## config.mk

```make
export PLATFORM = sky130hd
export DESIGN_NAME = serial_hba_master
export DESIGN_NICKNAME = d
export VERILOG_FILES = /design/src/rtl/serial_hba_pkg.sv /design/src/rtl/hba_master_xfer.sv /design/src/rtl/serial_hba_master.sv
export SDC_FILE = /design/constraint.sdc
export NUM_CORES = 1
export LEC_CHECK = 0
export CORE_MARGIN = 4
export CORE_UTILIZATION = 45
export CTS_CLUSTER_DIAMETER = 100
export CTS_CLUSTER_SIZE = 14
export DETAILED_ROUTE_END_ITERATION = 7
export HOLD_SLACK_MARGIN = 0.08
export PLACE_DENSITY = 0.67
export SYNTH_ARGS = -nofsm -noshare
export SYNTH_HDL_FRONTEND = slang
export SYNTH_SLANG_ARGS = --single-unit
```

## constraint.sdc

```tcl
create_clock -name hba_clk -period 6 [get_ports hba_clk]
set_input_delay 0.9 -clock hba_clk [delete_from_list [all_inputs] [get_ports hba_clk]]
set_output_delay 0.9 -clock hba_clk [all_outputs]
set_load 0.02 [all_outputs]
```

## src/rtl/serial_hba_pkg.sv

```systemverilog
// Shared definitions for the serial-to-HBA protocol engine: FSM encodings,
// command byte field positions and the write acknowledge byte.
package serial_hba_pkg;

  // ST_ACK only exists when SERIAL_HBA_WRITE_ACK_EN is defined.
  typedef enum logic [2:0] {
    ST_IDLE,
    ST_ADDR,
    ST_WDATA,
    ST_BUS_REQ,
    ST_BUS_XFER,
    ST_TX
`ifdef SERIAL_HBA_WRITE_ACK_EN
    , ST_ACK
`endif
  } state_e;

  typedef enum logic [1:0] {
    XF_IDLE,
    XF_REQ,
    XF_XFER
  } xfer_phase_e;

  localparam int CMD_RNW_BIT   = 7;
  localparam int CMD_CNT_HI    = 6;
  localparam int CMD_CNT_LO    = 4;
  localparam int CMD_PERIPH_HI = 3;
  localparam int CMD_PERIPH_LO = 0;

  localparam logic [7:0] ACK_BYTE = 8'hAC;

  // Burst length N = 1..8 encoded as N-1 in the command byte.
  function automatic logic [3:0] cmd_burst_len(input logic [7:0] cmd);
    return {1'b0, cmd[CMD_CNT_HI:CMD_CNT_LO]} + 4'd1;
  endfunction

endpackage

```

## src/rtl/hba_master_xfer.sv

```systemverilog
// Single-byte HBA master handshake: request, wait for grant, drive the
// transfer until xferack, then release everything back to zero.
module hba_master_xfer
  import serial_hba_pkg::*;
(
  input  logic        hba_clk,
  input  logic        hba_reset,
  input  logic        start,
  input  logic [11:0] addr,
  input  logic        rnw,
  input  logic [7:0]  wdata,
  output logic        done,
  output logic [7:0]  rdata,
  input  logic        hba_mgrant,
  input  logic        hba_xferack,
  input  logic [7:0]  hba_dbus,
  output logic        masterx_request,
  output logic [11:0] master_abus,
  output logic        master_rnw,
  output logic [7:0]  master_dbus
);

  xfer_phase_e phase_q, phase_d;
  logic        req_q, req_d;
  logic [11:0] abus_q, abus_d;
  logic        rnw_q, rnw_d;
  logic [7:0]  dbus_q, dbus_d;
  logic        done_q, done_d;
  logic [7:0]  rdata_q, rdata_d;

  always_comb begin
    // NOTE: every signal gets a default first so no path can infer a latch.
    phase_d = phase_q;
    req_d   = req_q;
    abus_d  = abus_q;
    rnw_d   = rnw_q;
    dbus_d  = dbus_q;
    done_d  = 1'b0;
    rdata_d = rdata_q;
    unique case (phase_q)
      XF_IDLE: begin
        if (start) begin
          phase_d = XF_REQ;
          req_d   = 1'b1;
        end
      end
      XF_REQ: begin
        // An xferack coinciding with the grant is deliberately ignored here.
        if (hba_mgrant) begin
          phase_d = XF_XFER;
          abus_d  = addr;
          rnw_d   = rnw;
          dbus_d  = rnw ? 8'h00 : wdata;
        end
      end
      XF_XFER: begin
        if (hba_xferack) begin
          phase_d = XF_IDLE;
          req_d   = 1'b0;
          abus_d  = '0;
          rnw_d   = 1'b0;
          dbus_d  = '0;
          done_d  = 1'b1;
          if (rnw_q) rdata_d = hba_dbus;
        end
      end
      default: phase_d = XF_IDLE;
    endcase
  end

  // NOTE: the async reset drops the bus request without waiting for a clock.
  always_ff @(posedge hba_clk or posedge hba_reset) begin
    if (hba_reset) begin
      phase_q <= XF_IDLE;
      req_q   <= 1'b0;
      abus_q  <= '0;
      rnw_q   <= 1'b0;
      dbus_q  <= '0;
      done_q  <= 1'b0;
      rdata_q <= '0;
    end else begin
      // NOTE: non-blocking so every flop samples pre-edge values.
      phase_q <= phase_d;
      req_q   <= req_d;
      abus_q  <= abus_d;
      rnw_q   <= rnw_d;
      dbus_q  <= dbus_d;
      done_q  <= done_d;
      rdata_q <= rdata_d;
    end
  end

  assign done            = done_q;
  assign rdata           = rdata_q;
  assign masterx_request = req_q;
  assign master_abus     = abus_q;
  assign master_rnw      = rnw_q;
  assign master_dbus     = dbus_q;

endmodule

```

## src/rtl/serial_hba_master.sv

```systemverilog
// Frame parser between the byte UART and the HBA master port.
// Optional write acknowledge (0xAC) enabled by SERIAL_HBA_WRITE_ACK_EN.
module serial_hba_master
  import serial_hba_pkg::*;
#(
  parameter int RX_TIMEOUT = 1_000_000
) (
  input  logic        hba_clk,
  input  logic        hba_reset,
  input  logic        rx_valid,
  input  logic [7:0]  rx_data,
  output logic        rd,
  input  logic        tx_busy,
  output logic [7:0]  tx_data,
  output logic        wr,
  input  logic        hba_mgrant,
  input  logic        hba_xferack,
  input  logic [7:0]  hba_dbus,
  output logic        masterx_request,
  output logic [11:0] master_abus,
  output logic        master_rnw,
  output logic [7:0]  master_dbus
);

  localparam int TW = (RX_TIMEOUT > 1) ? $clog2(RX_TIMEOUT) : 1;

  state_e        state_q, state_d;
  logic          rnw_q, rnw_d;
  logic [3:0]    periph_q, periph_d;
  logic [7:0]    reg_q, reg_d;
  logic [3:0]    count_q, count_d;
  logic [7:0]    wdata_q, wdata_d;
  logic [TW-1:0] timer_q, timer_d;
  logic          rd_q, rd_d;
  logic          wr_q, wr_d;
  logic [7:0]    tx_data_q, tx_data_d;

  logic          accept;
  logic          timeout;
  logic          start;
  logic          xfer_done;
  logic [7:0]    xfer_rdata;

  // rd_q still high means the UART has not yet retired the byte just taken.
  assign accept  = rx_valid && !rd_q;
  assign timeout = (timer_q == TW'(RX_TIMEOUT - 1));
  assign start   = (state_d == ST_BUS_REQ) && (state_q != ST_BUS_REQ);

  always_comb begin
    state_d   = state_q;
    rnw_d     = rnw_q;
    periph_d  = periph_q;
    reg_d     = reg_q;
    count_d   = count_q;
    wdata_d   = wdata_q;
    timer_d   = '0;
    rd_d      = 1'b0;
    wr_d      = 1'b0;
    tx_data_d = tx_data_q;
    unique case (state_q)
      ST_IDLE: begin
        if (accept) begin
          rd_d     = 1'b1;
          rnw_d    = rx_data[CMD_RNW_BIT];
          periph_d = rx_data[CMD_PERIPH_HI:CMD_PERIPH_LO];
          count_d  = cmd_burst_len(rx_data);
          state_d  = ST_ADDR;
        end
      end
      ST_ADDR: begin
        if (accept) begin
          rd_d    = 1'b1;
          reg_d   = rx_data;
          state_d = rnw_q ? ST_BUS_REQ : ST_WDATA;
        end else if (timeout) begin
          state_d = ST_IDLE;
        end else begin
          timer_d = timer_q + TW'(1);
        end
      end
      ST_WDATA: begin
        if (accept) begin
          rd_d    = 1'b1;
          wdata_d = rx_data;
          state_d = ST_BUS_REQ;
        end else if (timeout) begin
          state_d = ST_IDLE;
        end else begin
          timer_d = timer_q + TW'(1);
        end
      end
      ST_BUS_REQ: begin
        if (hba_mgrant) state_d = ST_BUS_XFER;
      end
      ST_BUS_XFER: begin
        if (xfer_done) begin
          reg_d   = reg_q + 8'd1;
          count_d = count_q - 4'd1;
          if (rnw_q) begin
            tx_data_d = xfer_rdata;
            state_d   = ST_TX;
          end else if (count_q != 4'd1) begin
            state_d = ST_WDATA;
          end else begin
`ifdef SERIAL_HBA_WRITE_ACK_EN
            tx_data_d = ACK_BYTE;
            state_d   = ST_ACK;
`else
            state_d   = ST_IDLE;
`endif
          end
        end
      end
      ST_TX: begin
        if (!tx_busy && !wr_q) begin
          wr_d    = 1'b1;
          state_d = (count_q != 4'd0) ? ST_BUS_REQ : ST_IDLE;
        end
      end
`ifdef SERIAL_HBA_WRITE_ACK_EN
      ST_ACK: begin
        if (!tx_busy && !wr_q) begin
          wr_d    = 1'b1;
          state_d = ST_IDLE;
        end
      end
`endif
      default: state_d = ST_IDLE;
    endcase
  end

  always_ff @(posedge hba_clk or posedge hba_reset) begin
    if (hba_reset) begin
      state_q   <= ST_IDLE;
      rnw_q     <= 1'b0;
      periph_q  <= '0;
      reg_q     <= '0;
      count_q   <= '0;
      wdata_q   <= '0;
      timer_q   <= '0;
      rd_q      <= 1'b0;
      wr_q      <= 1'b0;
      tx_data_q <= '0;
    end else begin
      state_q   <= state_d;
      rnw_q     <= rnw_d;
      periph_q  <= periph_d;
      reg_q     <= reg_d;
      count_q   <= count_d;
      wdata_q   <= wdata_d;
      timer_q   <= timer_d;
      rd_q      <= rd_d;
      wr_q      <= wr_d;
      tx_data_q <= tx_data_d;
    end
  end

  hba_master_xfer u_xfer (
    .hba_clk         (hba_clk),
    .hba_reset       (hba_reset),
    .start           (start),
    .addr            ({periph_q, reg_q}),
    .rnw             (rnw_q),
    .wdata           (wdata_q),
    .done            (xfer_done),
    .rdata           (xfer_rdata),
    .hba_mgrant      (hba_mgrant),
    .hba_xferack     (hba_xferack),
    .hba_dbus        (hba_dbus),
    .masterx_request (masterx_request),
    .master_abus     (master_abus),
    .master_rnw      (master_rnw),
    .master_dbus     (master_dbus)
  );

  assign rd      = rd_q;
  assign wr      = wr_q;
  assign tx_data = tx_data_q;

endmodule
```

Word level (Yosys, flattened, before mapping) --
Index checks and enable logic that the tools add are counted.
Cells by class: reductions and logical operators 24, $add $sub $neg 4, multiplexer cells 43, equal/unequal tests 17
Operator list (count):
- 20-bit two-way mux | 3
- 8-bit two-way mux | 5
- 8-bit case mux with 2 select lines | 2
- 12-bit two-way mux | 2
- 3-bit two-way mux | 8
- 12-bit case mux with 2 select lines | 1
- 3-bit AND reduction | 7
- 20-bit by 1-bit adder with 20-bit output, second input constant | 1
- 20-bit == test, second input constant | 1
- 3-bit case mux with 6 select lines | 1
- 1-bit two-way mux | 10
- 2-bit two-way mux | 5
- 2-bit != test, second input constant | 5
- 3-bit by 2-bit == test with 1-bit output, second input constant | 3
- 8-bit by 1-bit adder with 8-bit output, second input constant | 1
- 4-bit two-way mux | 2
- 4-bit case mux with 2 select lines | 1
- 2-bit nonzero test | 4
- 3-bit == test, second input constant | 2
- 2-bit case mux with 3 select lines | 1
- 3-bit by 1-bit adder with 4-bit output, second input constant | 1
- 4-bit by 1-bit != test with 1-bit output, second input constant | 1
- 1-bit case mux with 2 select lines | 2
- 2-bit AND reduction | 2
- 13 further kinds | 17
Word-level totals: register bits after elaboration 91, input port bits 22, logic and storage cells 105

Depth between registers and ports, before layout --
Gate-level depths: netlist of run 1.
depth after elaboration 9, mapped depth 7

Hierarchy --
A second synthesis of run 1 with hierarchy kept.
Unflattened totals: cell total of the unflattened synthesis 369, area, all modules 4196.5 µm²
By module, submodules not included:
- serial_hba_master | cells an instance 279, sequential area each 1451.4 µm², instances 1, area an instance 2880.3 µm²
- hba_master_xfer | cells an instance 90, sequential area each 825.8 µm², instances 1, area an instance 1316.3 µm²

Least setup slack after synthesis of run 1 --
OpenSTA, ideal clock, no wires.
path type input to register, from input rx_valid, to register u_xfer.req_q (netlist: u_xfer.masterx_request), path slack 3.799 ns, stages on the path 5, arrival time 2.105 ns, path through or3b_1 or3_1 buf_2 nor4bb_1 o31ai_1
On the way: word-level cells in the longest chain between the ends 7, elaborated cells between the ends (all ways) 9
Ends and longest elaborated chain:
- from (decl) | line serial_hba_master.sv:10 | input logic rx_valid,
- 1-bit logical AND (*) | line serial_hba_master.sv:45 | assign accept = rx_valid && !rd_q;
- 3-bit two-way mux (on tied branches) | line serial_hba_master.sv:82, serial_hba_master.sv:62, serial_hba_master.sv:71
- 3-bit case mux with 6 select lines (*) | line serial_hba_master.sv:60 | unique case (state_q)
- 3-bit by 2-bit == test with 1-bit output (*) | line serial_hba_master.sv:47 | assign start = (state_d == ST_BUS_REQ) && (state_q != ST_BUS_REQ);
- 1-bit logical AND (*) | line serial_hba_master.sv:47
- 2-bit != test (no line) (*)
- 3-bit AND reduction (no line) (*)
- to (signal assigned) | line hba_master_xfer.sv:84 | req_q <= req_d;
- to (decl) | line hba_master_xfer.sv:24 | logic req_q, req_d;
Every way passes the cells marked *; elsewhere a longest branch is shown, timed or not. A chain may end at the register's enable or synchronous reset.

Final worst setup path of run 1 --
from input rx_valid, to register reg_q[5]
On the way: word-level cells in the longest chain between the ends 3
Ends and longest elaborated chain:
- 1-bit logical AND | line serial_hba_master.sv:45
- 2-bit != test (no line)
- 3-bit AND reduction (no line)
- to (signal assigned) | line serial_hba_master.sv:148 | reg_q <= reg_d;
- to (decl) | line serial_hba_master.sv:30 | logic [7:0] reg_q, reg_d;
No other way between the ends.

==> results.sh, run 1 <==
export IMPL_clkSlewWorstSetupHoldPaths_ps=90
export IMPL_clock_sinks=91
export IMPL_powerDensity_nw_per_um2=426.3
export IMPL_r2r_cells=4
export IMPL_gp_congestion=0.8539
export IMPL_die_h_um=104.7
export IMPL_worst_ep_required_time_ps=6280
export IMPL_grt_usage_pct=17.29
export IMPL_syn_area_per_cell_um2=10.84
export IMPL_final_hold_viol_count=0
export IMPL_antenna_found_initial=0
export IMPL_reg2reg_from="state_q[0]"
export IMPL_dieArea_um2=10960
export IMPL_synth_area_um2=4205
export IMPL_portBuffers=53
export IMPL_worst_clock_skew_ps=10.18
export IMPL_synth_edf_count=0
export IMPL_rsz0062_at_grt="false"
export IMPL_hpwl_mm=6.077
export IMPL_fp_row_count=35
export IMPL_maxCapViolCount=0
export IMPL_grt_pass1_wl_mm=15.39
export IMPL_clk_latency_ps=360
export IMPL_fp_dieW_um=104.7
export IMPL_status="completed"
export IMPL_setup_slack_ps=3390
export IMPL_fin_area_um2=5040
export IMPL_min_to="timer_q[0]"
export IMPL_slew_viol_final=0
export IMPL_ctsHoldBuffers=0
export IMPL_hold_depth=1
export IMPL_setup_viol=0
export IMPL_yosys_warnings=0
export IMPL_drt_wirelength_per_cell_um=16.02
export IMPL_cts_buffer_depth=2
export IMPL_start_kind="input pin"
export IMPL_grt_pass1_vias=3116
export IMPL_r2r_end="reg_q[5]"
export IMPL_hold_class="register to register"
export IMPL_synth_seq_area_share_pct=54.15
export IMPL_vias_per_cell=5.651
export IMPL_yosysUniqueCellTypes=54
export IMPL_synthCells=388
export IMPL_layout_cells_non_filler=553
export IMPL_numCtsBuffers=9
export IMPL_min_delay_start="timer_q[0]"
export IMPL_cts_root_buffer="clkbuf_8"
export IMPL_synth_nets=416
export IMPL_nNetsFinal=465
export IMPL_drc_errors=0
export IMPL_slew_headroom_pct=26.55
export IMPL_period_minus_slack_ps=2610
export IMPL_grt_max_degree=70
export IMPL_dpl_cell_area_um2=4828
export IMPL_grt_ovfl_total=0
export IMPL_hold_slack_ps=469.8
export IMPL_leakagePower_nw=2.149
export IMPL_fmax_mhz=383.2
export IMPL_critPathCaptureType="register"
export IMPL_synthArstFlopShare_pct=100.0
export IMPL_layout_common_cells="dfrtp_1 (91), clkdlybuf4s50_1 (53), nand2_1 (35)"
export IMPL_htreeDepth=3
export IMPL_synth_seq_cells=91
export IMPL_placed_cells=537
export IMPL_critPathLaunch="rx_valid"
export IMPL_drt_initial_drc_count=164
export IMPL_place_ws_ps=3034
export IMPL_fin_setup_tns_ps=0
export IMPL_reg2reg_slack_ps=3840
export IMPL_tritoncts="built"
export IMPL_cts_resized_gates=0
export IMPL_post_cts_buffers=0
export IMPL_irDropWorstVdd_uv=200.9
export IMPL_initial_core_util_pct=45.95
export IMPL_cp_arrival_ps=2890
export IMPL_dr_total_vias=3125
export IMPL_worstSetupPathType="input pin to register"
export IMPL_cp_max_fo=16
export IMPL_area_delta_synth_final_pct=19.85
export IMPL_fill_cells=809
export IMPL_dr_pass1_iters=4
export IMPL_worst_pin_slew_ps=1102
export IMPL_ant_nets=0
export IMPL_antenna_cells=0
export IMPL_drive_gt1_share_pct=12.67
export IMPL_totalWireLength_mm=8.857
export IMPL_min_period_over_period_pct=43.49
export IMPL_num_io_pins=54
export IMPL_layout_commonest_cell="dfrtp_1"
export IMPL_synth_main_ff_cell="dfrtp_1"
export IMPL_coreArea_um2=9153
-- worst max path at each step --
stage	to
3_3_place_gp	reg_q[5]
2_1_floorplan	count_q[0]
3_5_place_dp	reg_q[7]
4_1_cts	reg_q[7]
5_1_grt	reg_q[2]
6_report	reg_q[5]
-- power breakdown --
group	switching [mW]	internal [mW]
Clock	0.217	0.217
Combinational	0.383	0.367
Sequential	0.163	0.801
Total	0.764	1.38
-- worst max-delay path, stage by stage --
cell             delay (ps)
clkdlybuf4s50_1         550
nand4bb_1               130
a21oi_1                 860
a21boi_0                280
a2bb2oi_1               160
-- registers in the layout (all words and copies together) (netlist names) --
signal                  cells
timer_q                    20
u_xfer.master_abus         12
reg_q                       8
tx_data                     8
u_xfer.master_dbus          8
u_xfer.rdata                8
wdata_q                     8
count_q                     4
periph_q                    4
state_q                     3
u_xfer.phase_q              2
rd                          1
rnw_q                       1
u_xfer.done                 1
u_xfer.master_rnw           1
u_xfer.masterx_request      1
wr                          1
-- Yosys cell counts, drive strengths merged, types with 4 or more instances --
master    n  share of area (%)
inv      11               0.98
clkbuf   15                1.3
a31oi     4               0.59
nor3      6               0.71
a2bb2oi   4               0.83
xnor2     5                1.0
o31ai     8                1.4
or4       7                1.2
nor2     24                2.1
mux2     29                7.8
and3      6               0.89
o21ai    18                2.1
nand4     6               0.89
nand2    35                3.1
or3       4               0.59
dfrtp    91                 54
xor2      6                1.2
a21oi    21                2.5
a22o     13                2.7
ha        6                1.8
nand2b    7                1.0
nand3    17                2.1
-- through the flow --
stage	util (%)	total power [mW]
after floorplan	-	1.458
after global placement	52.75	1.704
after global routing	55.06	2.307
after CTS	55.06	2.175
final	55.06	2.148
after detailed placement	52.75	1.728
-- per-layer routing --
layer	routed length (um)	vias up	global-route usage (%)	share of wire [%]
li1	-	1510	-	-
met1	3992	1528	23.59	45
met2	4238	83	27.21	48
met3	574	4	5.435	6.5
met4	51	0	3.843	0.58
met5	0	-	0	0
-- logic make-up (layout without fill, tap and decap cells) --
family          Yosys count  in the layout  synth area share, %
compound gates           88             88                14.10
buf+inv                  29             83                2.648
mux                      30             30                8.004
flops                    91             91                54.15
simple gates            133            133                17.02
fa+ha+maj                 6              6                1.785
xor+xnor                 11             11                2.291
-- final cells by class --
cell class                      instances  area (um2)  share of cell area [%]
Sequential cell                        91        2277                   45.18
Inverter                               11       42.54                  0.8441
Multi-Input combinational cell        268        1817                   36.05
Clock buffer                           11       151.4                   3.004
Clock inverter                          5       60.06                   1.192
Tap cell                              111       138.9                   2.756
Timing Repair Buffer                   56       553.0                   10.97
Power figures use the tool's default switching activity.
==> run 2: changes to the inputs <==
==> constraint.sdc (replaced) <==
create_clock -name hba_clk -period 2.65 [get_ports hba_clk]
set_input_delay 0.3975 -clock hba_clk [delete_from_list [all_inputs] [get_ports hba_clk]]
set_output_delay 0.3975 -clock hba_clk [all_outputs]
set_load 0.02 [all_outputs]
==> run 2 against run 1 <==
- clock skew up 2.4 ps
- worst setup slack worse by 2800 ps
- power up 120%
- cell area up 0.37%
- combinational power up 130%
- highest routed layer unchanged
- non-clock buffer count up 2
- sequential power up 130%
- final cell count up 0.36%
- register-to-register slack worse by 3200 ps
- hold slack worse by 6.3 ps
- core utilization up 0.21 points
- clock power up 100%
==> results.sh, run 2 (same netlist as run 1, synthesis figures left out) <==
export IMPL_status="completed"
export IMPL_largest_reg_flops=20
export IMPL_critPathLaunch="rx_valid"
export IMPL_vias_per_cell=5.627
export IMPL_critPathCaptureType="register"
export IMPL_setup_slack_ps=599.9
export IMPL_antenna_cells=0
export IMPL_rsz0062_at_grt="false"
export IMPL_nNetsFinal=467
export IMPL_fin_area_um2=5059
export IMPL_dr_pass1_iters=4
export IMPL_reg2reg_from="state_q[2]"
export IMPL_ctsHoldBuffers=0
export IMPL_drc_errors=0
export IMPL_clk_latency_ps=350
export IMPL_grt_usage_pct=16.80
export IMPL_grt_max_degree=39
export IMPL_grt_pass1_wl_mm=15.12
export IMPL_drt_wirelength_per_cell_um=16.29
export IMPL_antenna_found_initial=0
export IMPL_slew_viol_final=0
export IMPL_irDropWorstVdd_uv=357.0
export IMPL_worst_clock_skew_ps=12.60
export IMPL_cp_max_fo=7
export IMPL_dr_total_vias=3123
export IMPL_coreArea_um2=9153
export IMPL_ant_nets=0
export IMPL_period_minus_slack_ps=2050
export IMPL_critPathBufInv=1
export IMPL_start_kind="input pin"
export IMPL_grt_pass1_vias=3219
export IMPL_placed_cells=539
export IMPL_powerDensity_nw_per_um2=945.3
export IMPL_cts_buffer_depth=2
export IMPL_drive_gt1_share_pct=13.06
export IMPL_gp_congestion=0.8771
export IMPL_setup_viol=0
export IMPL_fp_row_count=35
export IMPL_hold_slack_ps=463.5
export IMPL_worstSetupPathType="input pin to register"
export IMPL_grt_ovfl_total=0
export IMPL_post_cts_buffers=0
export IMPL_layout_commonest_cell="dfrtp_1"
export IMPL_tritoncts="built"
export IMPL_fin_setup_tns_ps=0
export IMPL_final_hold_viol_count=0
export IMPL_dpl_cell_area_um2=4871
export IMPL_die_h_um=104.7
export IMPL_min_period_over_period_pct=77.36
export IMPL_cts_root_buffer="clkbuf_8"
export IMPL_regMostFlops="timer_q"
export IMPL_initial_core_util_pct=45.95
export IMPL_critical_path_top_delay_family="simple AND/OR/NAND/NOR gates"
export IMPL_totalWireLength_mm=9.039
export IMPL_area_delta_synth_final_pct=20.29
export IMPL_fp_dieW_um=104.7
export IMPL_cts_resized_gates=0
export IMPL_hpwl_mm=6.333
export IMPL_layout_common_cells="dfrtp_1 (91), clkdlybuf4s50_1 (53), nand2_1 (35)"
export IMPL_cp_arrival_ps=2300
export IMPL_slew_headroom_pct=51.95
export IMPL_drt_initial_drc_count=139
export IMPL_layout_cells_non_filler=555
export IMPL_total_power_mw=4.782
export IMPL_maxCapViolCount=0
export IMPL_worst_path_largest_cell_delay_ps=550
export IMPL_post_route_util_pct=55.27
export IMPL_hold_class="register to register"
export IMPL_fmax_mhz=487.8
export IMPL_cp_slowest_cell="clkdlybuf4s50_1"
export IMPL_num_io_pins=54
export IMPL_place_ws_ps=252.5
export IMPL_leakagePower_nw=2.146
export IMPL_clock_sinks=91
export IMPL_numCtsBuffers=9
export IMPL_worst_ep_required_time_ps=2900
export IMPL_clkSlewWorstSetupHoldPaths_ps=80
export IMPL_crit_chain="clkdlybuf4s50_1 > or3b_1 > or3_1 > nor4bb_1 > o31ai_1"
export IMPL_min_delay_start="timer_q[0]"
export IMPL_worst_pin_slew_ps=711.5
export IMPL_dieArea_um2=10960
export IMPL_htreeDepth=3
export IMPL_portBuffers=53
==> run 2: cell count changes in the layout (fill, tap and decap cells not counted), sizes merged <==
cell and change:
bufinv -1, clkinvlp +3, clkinv -2, buf +2
==> run 2: worst paths after layout <==
kind,to,slack [ps],depth (start not counted)
min in group asynchronous,u_xfer.master_dbus[5],480,2
worst max-delay path,u_xfer.masterx_request,600,5
worst max register to register,u_xfer.masterx_request,660,4
max in group asynchronous,timer_q[11],1570,3
worst min register to register,timer_q[0],460,1
worst min-delay path,timer_q[0],460,1
==> run 2: area by class of cell <==
cell class	count	area, um2
clock buffer	11	151.4
timing repair buffer	58	593.1
clock inverter	5	36.28
sequential	91	2277
inverter	11	45.04
multi-input combinational	268	1817
fill	810	4094
tap	111	138.9
==> run 2: per-layer routing <==
layer | track usage (%) | up-vias | share of wire (%)
met1 | 21.60 | 1514 | 45
met4 | 7.404 | 0 | 2.6
met2 | 27.54 | 79 | 47
li1 | - | 1514 | -
met5 | 0 | - | 0
met3 | 3.397 | 16 | 4.8
==> run 2: power breakdown <==
part | switching [mW] | total, mW | internal, mW
sequential | 0.365 | 2.18 | 1.81
clock | 0.482 | 0.876 | 0.394
combinational | 0.885 | 1.73 | 0.843
total | 1.73 | 4.78 | 3.05
